<file path="config.mk">
export PLATFORM = sky130hd
export DESIGN_NAME = mc_control
export DESIGN_NICKNAME = d
export VERILOG_FILES = /design/src/rtl/mips_pkg.sv /design/src/rtl/alu_decoder.sv /design/src/rtl/mc_control.sv
export SDC_FILE = /design/constraint.sdc
export NUM_CORES = 1
export LEC_CHECK = 0
export ABC_CLOCK_PERIOD_IN_PS = 1300
export CORE_MARGIN = 2
export CORE_UTILIZATION = 36
export CTS_CLUSTER_SIZE = 16
export DETAILED_ROUTE_END_ITERATION = 7
export PLACE_DENSITY = 0.76
export REMOVE_ABC_BUFFERS = 1
export SLEW_MARGIN = 15
export SYNTH_ARGS = -nofsm -noshare
export SYNTH_HDL_FRONTEND = slang
export SYNTH_HIERARCHICAL = 1
export SYNTH_SLANG_ARGS = --single-unit
</file>
<file path="constraint.sdc">
create_clock -name clk -period 1.3 [get_ports clk]
set_input_delay 0.195 -clock clk [delete_from_list [all_inputs] [get_ports clk]]
set_output_delay 0.195 -clock clk [all_outputs]
set_load 0.02 [all_outputs]
</file>
<file path="src/rtl/mips_pkg.sv">
// Shared definitions for the multi-cycle MIPS control path.
// Holds the FSM state type, ALU operation codes, opcode/funct constants and
// the pc_src / alu_src_b mux encodings used by mc_control and alu_decoder.
package mips_pkg;

  typedef enum logic [3:0] {
    StReset,
    StFetch,
    StDecode,
    StMemAddr,
    StMemRd,
    StMemWb,
    StMemWr,
    StRExec,
    StRWb,
    StIExec,
    StIWb,
    StBranch,
    StJump,
    StTrap
  } state_e;

  // ALU operation codes
  localparam logic [2:0] AluAdd = 3'b000;
  localparam logic [2:0] AluSub = 3'b001;
  localparam logic [2:0] AluAnd = 3'b010;
  localparam logic [2:0] AluOr  = 3'b011;
  localparam logic [2:0] AluSlt = 3'b100;

  // Opcodes (IR[31:26])
  localparam logic [5:0] OpRType = 6'h00;
  localparam logic [5:0] OpJ     = 6'h02;
  localparam logic [5:0] OpBeq   = 6'h04;
  localparam logic [5:0] OpAddi  = 6'h08;
  localparam logic [5:0] OpLw    = 6'h23;
  localparam logic [5:0] OpSw    = 6'h2B;

  // R-type funct codes (IR[5:0])
  localparam logic [5:0] FnAdd = 6'h20;
  localparam logic [5:0] FnSub = 6'h22;
  localparam logic [5:0] FnAnd = 6'h24;
  localparam logic [5:0] FnOr  = 6'h25;
  localparam logic [5:0] FnSlt = 6'h2A;

  // PC source mux
  localparam logic [1:0] PcSrcAlu    = 2'b00;
  localparam logic [1:0] PcSrcAluOut = 2'b01;
  localparam logic [1:0] PcSrcJump   = 2'b10;

  // ALU B operand mux
  localparam logic [1:0] SrcBRegB  = 2'b00;
  localparam logic [1:0] SrcBFour  = 2'b01;
  localparam logic [1:0] SrcBImm   = 2'b10;
  localparam logic [1:0] SrcBImmSh = 2'b11;

endpackage

</file>
<file path="src/rtl/alu_decoder.sv">
// R-type funct decoder.
// Ports:
//   funct       in  6  IR[5:0]
//   alu_op      out 3  ALU operation for the funct (ADD when illegal)
//   funct_legal out 1  funct is one of add/sub/and/or/slt
module alu_decoder
  import mips_pkg::*;
(
  input  logic [5:0] funct,
  output logic [2:0] alu_op,
  output logic       funct_legal
);

  always_comb begin
    alu_op      = AluAdd;
    funct_legal = 1'b1;
    case (funct)
      FnAdd:   alu_op = AluAdd;
      FnSub:   alu_op = AluSub;
      FnAnd:   alu_op = AluAnd;
      FnOr:    alu_op = AluOr;
      FnSlt:   alu_op = AluSlt;
      default: funct_legal = 1'b0;
    endcase
  end

endmodule

</file>
<file path="src/rtl/mc_control.sv">
// Multi-cycle control FSM for the shared 32-bit MIPS datapath.
// Outputs are decoded from the state register; the only input-dependent terms
// are mem_ready (FETCH enables, MEM_WR retire) and alu_zero (BRANCH pc_write).
// Ports:
//   clk, rst_n             clock, async active-low reset
//   opcode, funct          IR fields, valid from DECODE onward
//   alu_zero, mem_ready    datapath / memory status
//   mem_req, mem_we, iord  unified memory port control
//   ir_write, pc_write     IR / PC load enables
//   pc_src, alu_src_a/b    datapath mux selects
//   alu_op                 ALU operation
//   reg_write, reg_dst, mem_to_reg  register file write control
//   retired                pulse on an instruction's final cycle
//   trap                   illegal instruction, held until reset
module mc_control
  import mips_pkg::*;
#(
  parameter int unsigned ALU_OP_WIDTH = 3
) (
  input  logic                    clk,
  input  logic                    rst_n,
  input  logic [5:0]              opcode,
  input  logic [5:0]              funct,
  input  logic                    alu_zero,
  input  logic                    mem_ready,
  output logic                    mem_req,
  output logic                    mem_we,
  output logic                    iord,
  output logic                    ir_write,
  output logic                    pc_write,
  output logic [1:0]              pc_src,
  output logic                    alu_src_a,
  output logic [1:0]              alu_src_b,
  output logic [ALU_OP_WIDTH-1:0] alu_op,
  output logic                    reg_write,
  output logic                    reg_dst,
  output logic                    mem_to_reg,
  output logic                    retired,
  output logic                    trap
);

  state_e     state_q, state_d;
  logic [2:0] r_alu_op;
  logic       funct_legal;
  logic [2:0] op;

  alu_decoder u_alu_decoder (
    .funct       (funct),
    .alu_op      (r_alu_op),
    .funct_legal (funct_legal)
  );

  // Async reset drops every output (including mem_req) without a clock edge.
  always_ff @(posedge clk or negedge rst_n) begin
    if (!rst_n) state_q <= StReset;
    else        state_q <= state_d;
  end

  assign alu_op = ALU_OP_WIDTH'(op);

  always_comb begin
    state_d    = state_q;
    mem_req    = 1'b0;
    mem_we     = 1'b0;
    iord       = 1'b0;
    ir_write   = 1'b0;
    pc_write   = 1'b0;
    pc_src     = PcSrcAlu;
    alu_src_a  = 1'b0;
    alu_src_b  = SrcBRegB;
    op         = AluAdd;
    reg_write  = 1'b0;
    reg_dst    = 1'b0;
    mem_to_reg = 1'b0;
    retired    = 1'b0;
    trap       = 1'b0;

    case (state_q)
      StReset: state_d = StFetch;
      StFetch: begin
        mem_req   = 1'b1;
        alu_src_b = SrcBFour;
        ir_write  = mem_ready;
        pc_write  = mem_ready;
        if (mem_ready) state_d = StDecode;
      end
      StDecode: begin
        // Speculatively compute the branch target into ALUOut.
        alu_src_b = SrcBImmSh;
        case (opcode)
          OpRType:    state_d = funct_legal ? StRExec : StTrap;
          OpLw, OpSw: state_d = StMemAddr;
          OpAddi:     state_d = StIExec;
          OpBeq:      state_d = StBranch;
          OpJ:        state_d = StJump;
          default:    state_d = StTrap;
        endcase
      end
      StMemAddr: begin
        alu_src_a = 1'b1;
        alu_src_b = SrcBImm;
        state_d   = (opcode == OpLw) ? StMemRd : StMemWr;
      end
      StMemRd: begin
        mem_req = 1'b1;
        iord    = 1'b1;
        if (mem_ready) state_d = StMemWb;
      end
      StMemWb: begin
        reg_write  = 1'b1;
        mem_to_reg = 1'b1;
        retired    = 1'b1;
        state_d    = StFetch;
      end
      StMemWr: begin
        mem_req = 1'b1;
        mem_we  = 1'b1;
        iord    = 1'b1;
        retired = mem_ready;
        if (mem_ready) state_d = StFetch;
      end
      StRExec: begin
        alu_src_a = 1'b1;
        op        = r_alu_op;
        state_d   = StRWb;
      end
      StRWb: begin
        reg_write = 1'b1;
        reg_dst   = 1'b1;
        retired   = 1'b1;
        state_d   = StFetch;
      end
      StIExec: begin
        alu_src_a = 1'b1;
        alu_src_b = SrcBImm;
        state_d   = StIWb;
      end
      StIWb: begin
        reg_write = 1'b1;
        retired   = 1'b1;
        state_d   = StFetch;
      end
      StBranch: begin
        alu_src_a = 1'b1;
        op        = AluSub;
        pc_src    = PcSrcAluOut;
        pc_write  = alu_zero;
        retired   = 1'b1;
        state_d   = StFetch;
      end
      StJump: begin
        pc_src   = PcSrcJump;
        pc_write = 1'b1;
        retired  = 1'b1;
        state_d  = StFetch;
      end
      StTrap:  trap = 1'b1;
      default: state_d = StTrap;
    endcase
  end

endmodule

</file>
==> results of run 1 <==
kinds of logic after synthesis:
group	after synthesis	share of synthesized area, %
and+or+nand+nor	46	36.4
AOI/OAI and AO/OA	29	32.8
buffers and inverters	9	12.0
DFF	4	14.5
xor gates and xnor gates	1	1.27
muxes	1	1.63
adders and majority gates	1	1.45
stage by stage:
stage                     hold slack [ns]  area (um2)  TNS (ns)  utilization (%)  instances
after detailed placement            0.407        1220    -11.98             69.2        175
after global placement              0.406        1220    -11.75             69.2        175
after floorplan                    -0.101         619     -2.50                -         85
==> impl_metrics.prom, run 1 <==
# TYPE chip_impl_metric gauge
chip_impl_metric{name="dp_slack",unit="ns"} -1.11
chip_impl_info{name="synth.top_cells.by_count",value="sky130_fd_sc_hd__nand2_1 (13), sky130_fd_sc_hd__nor2_1 (10), sky130_fd_sc_hd__a21oi_1 (7), sky130_fd_sc_hd__nor3_1 (6)"} 1
chip_impl_info{name="synthFlopType",value="sky130_fd_sc_hd__dfrtp_1"} 1
chip_impl_info{name="run_status",value="stopped before the end"} 1
chip_impl_metric{name="fp.dieH",unit="um"} 47.8
chip_impl_metric{name="cts.repair.resized",unit=""} 213
chip_impl_metric{name="clock-sinks",unit=""} 4
chip_impl_metric{name="post_synth_num_cell_types",unit=""} 41
chip_impl_metric{name="io_pins",unit=""} 34
chip_impl_metric{name="ys_seq_area_share",unit="%"} 14.5
chip_impl_metric{name="syn-instance-count",unit=""} 91
chip_impl_metric{name="ctsHtreeMaxLevel",unit=""} 1
chip_impl_metric{name="cts-buffers-inserted",unit=""} 3
chip_impl_metric{name="async_flop_share",unit="%"} 100
chip_impl_info{name="synth_most_common_cell",value="sky130_fd_sc_hd__nand2_1"} 1
chip_impl_metric{name="max-clock-path-buffers",unit=""} 2
chip_impl_info{name="synth.top_cells.by_area",value="sky130_fd_sc_hd__dfrtp_1 (14%), sky130_fd_sc_hd__nand2_1 (7.1%), sky130_fd_sc_hd__clkbuf_8 (6.0%)"} 1
chip_impl_info{name="haltStage",value="clock tree synthesis"} 1
chip_impl_metric{name="number_of_flops_mapped_to_enable_cells_by_yosys",unit=""} 0
chip_impl_metric{name="yosysWarningCount",unit=""} 6
chip_impl_metric{name="initial_core_util",unit="%"} 39.1
chip_impl_metric{name="ys_ff_latch",unit=""} 4
chip_impl_info{name="synth.largest_area_cell",value="sky130_fd_sc_hd__dfrtp_1"} 1
chip_impl_metric{name="post_cts_hold_buffer_count",unit=""} 0
chip_impl_metric{name="die_width",unit="um"} 47.8
chip_impl_metric{name="numPortBuffers",unit=""} 33
chip_impl_metric{name="hpwlAfterDp",unit="um"} 1770
chip_impl_metric{name="yosys.area.top_type_share",unit="%"} 14.5
chip_impl_info{name="stop_error",value="[ERROR DPL-0033] detailed placement checks failed during check placement."} 1
chip_impl_info{name="cts-root-buf",value="sky130_fd_sc_hd__clkbuf_4"} 1
chip_impl_metric{name="core.rowCount",unit=""} 15
chip_impl_metric{name="synth_area_per_cell",unit="um2"} 7.59
chip_impl_metric{name="synth_area",unit="um2"} 691
chip_impl_metric{name="post-cts-setup-buffers",unit=""} 26
chip_impl_metric{name="routabilityCongestion",unit=""} 0.879
==> run 2: changes to the inputs <==
--- a/config.mk
+++ b/config.mk
@@ -5,12 +5,11 @@
 export SDC_FILE = /design/constraint.sdc
 export NUM_CORES = 1
 export LEC_CHECK = 0
-export ABC_CLOCK_PERIOD_IN_PS = 1300
-export CORE_MARGIN = 2
-export CORE_UTILIZATION = 36
-export CTS_CLUSTER_SIZE = 16
+export ABC_CLOCK_PERIOD_IN_PS = 1690
+export CORE_AREA = 2 2 63 65
 export DETAILED_ROUTE_END_ITERATION = 7
-export PLACE_DENSITY = 0.76
+export DIE_AREA = 0 0 65 67
+export PLACE_DENSITY_LB_ADDON = 0.15
 export REMOVE_ABC_BUFFERS = 1
 export SLEW_MARGIN = 15
 export SYNTH_ARGS = -nofsm -noshare
==> constraint.sdc (replaced) <==
create_clock -name clk -period 1.69 [get_ports clk]
set_input_delay 0.2535 -clock clk [delete_from_list [all_inputs] [get_ports clk]]
set_output_delay 0.2535 -clock clk [all_outputs]
set_load 0.02 [all_outputs]
==> impl_metrics.prom, run 2 <==
# TYPE chip_impl_metric gauge
chip_impl_metric{name="fp.dieH",unit="um"} 67
chip_impl_metric{name="detail_route.wl_per_cell",unit="um"} 12.9
chip_impl_metric{name="clock-sinks",unit=""} 4
chip_impl_metric{name="clk-insertion-delay-late",unit="ns"} 0.22
chip_impl_metric{name="routabilityCongestion",unit=""} 0.815
chip_impl_info{name="critPathTopFamily",value="compound AO/OA/AOI/OAI gates"} 1
chip_impl_metric{name="power.static_leakage",unit="nW"} 0.644
chip_impl_info{name="registers.top_by_ff_count",value="state_q"} 1
chip_impl_metric{name="vias_in_the_first_global_route",unit=""} 973
chip_impl_info{name="timing.critical_path.from_type",value="primary input"} 1
chip_impl_metric{name="final.period_utilization",unit="%"} 102
chip_impl_metric{name="ir_drop",unit="mV"} 0.701
chip_impl_info{name="violations",value="setup timing"} 1
chip_impl_metric{name="critPathBufInv",unit=""} 1
chip_impl_info{name="final_common_cell",value="sky130_fd_sc_hd__buf_4"} 1
chip_impl_info{name="rsz0062_at_grt",value="yes"} 1
chip_impl_metric{name="ys_seq_area_share",unit="%"} 14.5
chip_impl_metric{name="ys_ff_latch",unit=""} 4
chip_impl_metric{name="detailed_place.area",unit="mm2"} 0.00127
chip_impl_metric{name="hold_viol",unit=""} 0
chip_impl_metric{name="core_area",unit="mm2"} 0.00361
chip_impl_metric{name="cts-buffers-inserted",unit=""} 3
chip_impl_metric{name="syn-instance-count",unit=""} 91
chip_impl_metric{name="synth_area_per_cell",unit="um2"} 7.59
chip_impl_metric{name="routed_wl",unit="um"} 2690
chip_impl_metric{name="clock-skew-final",unit="ns"} 0.00199
chip_impl_metric{name="number_of_flops_mapped_to_enable_cells_by_yosys",unit=""} 0
chip_impl_metric{name="drc",unit=""} 0
chip_impl_metric{name="pin_count_of_the_biggest_net_entering_global_routing",unit=""} 15
chip_impl_metric{name="post_synth_num_cell_types",unit=""} 41
chip_impl_info{name="synth_most_common_cell",value="sky130_fd_sc_hd__nand2_1"} 1
chip_impl_metric{name="fmax",unit="GHz"} 0.579
chip_impl_metric{name="area_occupied_by_multi_input_gates",unit="um2"} 588
chip_impl_info{name="critical-path-slowest-cell",value="sky130_fd_sc_hd__or4b_4"} 1
chip_impl_metric{name="io_pins",unit=""} 34
chip_impl_metric{name="p_switching",unit="W"} 0.000926
chip_impl_info{name="reg.largest.list",value="state_q (4)"} 1
chip_impl_metric{name="numPortBuffers",unit=""} 33
chip_impl_metric{name="async_flop_share",unit="%"} 100
chip_impl_metric{name="synthToLayoutAreaGrowth",unit="%"} 99.1
chip_impl_metric{name="worst_pin_slew",unit="ns"} 0.309
chip_impl_metric{name="yosys.area.top_type_share",unit="%"} 14.5
chip_impl_metric{name="synth_area",unit="um2"} 691
chip_impl_metric{name="p_seq_share",unit="%"} 10.7
chip_impl_info{name="run_status",value="finished with violations"} 1
chip_impl_metric{name="cp_data_arrival_time",unit="ns"} 1.82
chip_impl_metric{name="cellPowerDensity",unit="mW/mm2"} 1410
chip_impl_metric{name="diodes",unit=""} 0
chip_impl_metric{name="drt_pass1_iterations",unit=""} 4
chip_impl_metric{name="core.rowCount",unit=""} 22
chip_impl_metric{name="slew_headroom",unit="%"} 79.1
chip_impl_metric{name="finalHoldWorstSlack",unit="ns"} 0.252
chip_impl_info{name="synth.top_cells.by_count",value="sky130_fd_sc_hd__nand2_1 (13), sky130_fd_sc_hd__nor2_1 (10), sky130_fd_sc_hd__a21oi_1 (7), sky130_fd_sc_hd__nor3_1 (6)"} 1
chip_impl_metric{name="initial_core_util",unit="%"} 19.2
chip_impl_metric{name="max-clock-path-buffers",unit=""} 2
chip_impl_info{name="cp_cell_sequence",value="clkdlybuf4s50_1 > or4b_4 > a41oi_2 > o41ai_2 > a221o_1"} 1
chip_impl_metric{name="internal-power",unit="W"} 0.00101
chip_impl_metric{name="power.clock.fraction",unit="%"} 10.5
chip_impl_metric{name="drive_gt1_share",unit="%"} 50.0
chip_impl_metric{name="setup_viol",unit=""} 1
chip_impl_metric{name="period_needed",unit="ns"} 1.73
chip_impl_metric{name="route.vias.total",unit=""} 963
chip_impl_metric{name="worst_ep_required_time",unit="ns"} 1.78
chip_impl_metric{name="timing.reg2reg.setup_slack",unit="ns"} 0.05
chip_impl_metric{name="slew_viol_final",unit=""} 0
chip_impl_info{name="synth.largest_area_cell",value="sky130_fd_sc_hd__dfrtp_1"} 1
chip_impl_metric{name="grt_overflow_total",unit=""} 0
chip_impl_metric{name="die_area",unit="mm2"} 0.00436
chip_impl_metric{name="grt_usage",unit="%"} 12.7
chip_impl_metric{name="critical-path-max-stage-delay",unit="ns"} 0.53
chip_impl_info{name="min-delay-path-class",value="primary input to asynchronous set/reset pin"} 1
chip_impl_info{name="cts_tree",value="done"} 1
chip_impl_metric{name="largest_register_ff_count",unit=""} 4
chip_impl_info{name="synth.top_cells.by_area",value="sky130_fd_sc_hd__dfrtp_1 (14%), sky130_fd_sc_hd__nand2_1 (7.1%), sky130_fd_sc_hd__clkbuf_8 (6.0%)"} 1
chip_impl_info{name="most-common-layout-cells",value="sky130_fd_sc_hd__buf_4 (37), sky130_fd_sc_hd__nand2_1 (12), sky130_fd_sc_hd__nor2_1 (8), sky130_fd_sc_hd__clkdlybuf4s50_1 (8), sky130_fd_sc_hd__buf_2 (8)"} 1
chip_impl_metric{name="ctsHtreeMaxLevel",unit=""} 1
chip_impl_metric{name="drt.antenna.violating_nets",unit=""} 0
chip_impl_metric{name="antenna_found_initial",unit=""} 0
chip_impl_metric{name="final_area",unit="mm2"} 0.00138
chip_impl_metric{name="p_sw_share",unit="%"} 47.9
chip_impl_metric{name="seq_area",unit="um2"} 101
chip_impl_info{name="cts-root-buf",value="sky130_fd_sc_hd__clkbuf_8"} 1
chip_impl_metric{name="route.detailed.vias_per_inst",unit=""} 4.63
chip_impl_metric{name="maxCapViolations",unit=""} 0
chip_impl_metric{name="post-route-worst-setup-slack",unit="ns"} -0.0364
chip_impl_metric{name="hpwlAfterDp",unit="um"} 2070
chip_impl_metric{name="global_route_wire_length_before_repair",unit="um"} 4350
chip_impl_metric{name="clk_pin_slew_worst_paths",unit="ns"} 0.03
chip_impl_metric{name="yosysWarningCount",unit=""} 6
chip_impl_info{name="kind_of_critical_path",value="primary input to register"} 1
chip_impl_info{name="worstSetupEndpointType",value="register"} 1
chip_impl_metric{name="dp_slack",unit="ns"} -0.823
chip_impl_metric{name="worst-path-max-fanout",unit=""} 3
chip_impl_metric{name="fillers",unit=""} 398
chip_impl_info{name="synthFlopType",value="sky130_fd_sc_hd__dfrtp_1"} 1
chip_impl_metric{name="power.share.combinational",unit="%"} 78.9
chip_impl_metric{name="final_nets",unit=""} 178
chip_impl_metric{name="die_width",unit="um"} 65
chip_impl_metric{name="drt_first_iter_violations",unit=""} 30
-- run 2: final cells by class --
| class | count | area share, % |
|---|---|---|
| clock buffer | 3 | 3.00 |
| inverter | 3 | 0.819 |
| multi-input combinational | 78 | 42.8 |
| sequential | 4 | 7.37 |
| tap | 48 | 4.37 |
| timing repair buffer | 72 | 41.7 |
-- run 2: final timing paths --
path	cells past startpoint	from	endpoint
min	1	rst_n	state_q[2]$_DFFE_PN0P_
min reg2reg	2	state_q[1]$_DFFE_PN0P_	state_q[1]$_DFFE_PN0P_
min in group clk	5	opcode[3]	state_q[2]$_DFFE_PN0P_
max	5	opcode[2]	state_q[3]$_DFFE_PN0P_
max in group asynchronous	1	rst_n	state_q[3]$_DFFE_PN0P_
max reg2reg	6	state_q[1]$_DFFE_PN0P_	state_q[1]$_DFFE_PN0P_
-- run 2: power groups by stage --
| stage | Clock [W] | Sequential [W] | Combinational [W] |
|---|---|---|---|
| 2_1_floorplan | 0 | 0.000266 | 0.000608 |
| 3_3_place_gp | 0 | 0.000191 | 0.00151 |
| 3_5_place_dp | 0 | 0.000187 | 0.00152 |
| 4_1_cts | 0.000209 | 0.000194 | 0.00146 |
| 5_1_grt | 0.000225 | 0.000215 | 0.00167 |
| 6_report | 0.000202 | 0.000206 | 0.00152 |
-- run 2: through the flow --
step                util [%]  setup TNS [ns]  std cells  total power [W]
detailed placement      35.3           -5.13        201          0.00171
floorplan                  -          -0.318         85         0.000874
global route            38.1          -0.262        208          0.00211
CTS                     37.3          -0.232        205          0.00186
global placement        35.3           -4.91        201          0.00171
finish                  38.1         -0.0364        208          0.00193
-- run 2: cell families after synthesis --
group                    after synthesis  share of synthesized area, %
adder cells (fa/ha/maj)                1                          1.45
buffers and inverters                  9                          12.0
AO/OA/AOI/OAI                         29                          32.8
flip-flops                             4                          14.5
AND/OR/NAND/NOR                       46                          36.4
XOR/XNOR                               1                          1.27
multiplexers                           1                          1.63
-- run 2: what timing repair did --
action                                  CTS  global route
gates resized for setup                  79            30
buffers inserted                          1             3
endpoints found under the setup margin   20            18
hold buffers                              0             0
pin swaps                                 7             5
-- run 2: metal layers --
layer | up-vias | track usage [%] | wire length [um]
li1 | 486 | - | -
met1 | 459 | 15.8 | 1260
met2 | 18 | 22.4 | 1380
met3 | 0 | 1.86 | 59
met4 | 0 | 3.99 | 0
met5 | - | 0 | 0
No activity file was read; power rests on OpenSTA's default activity.
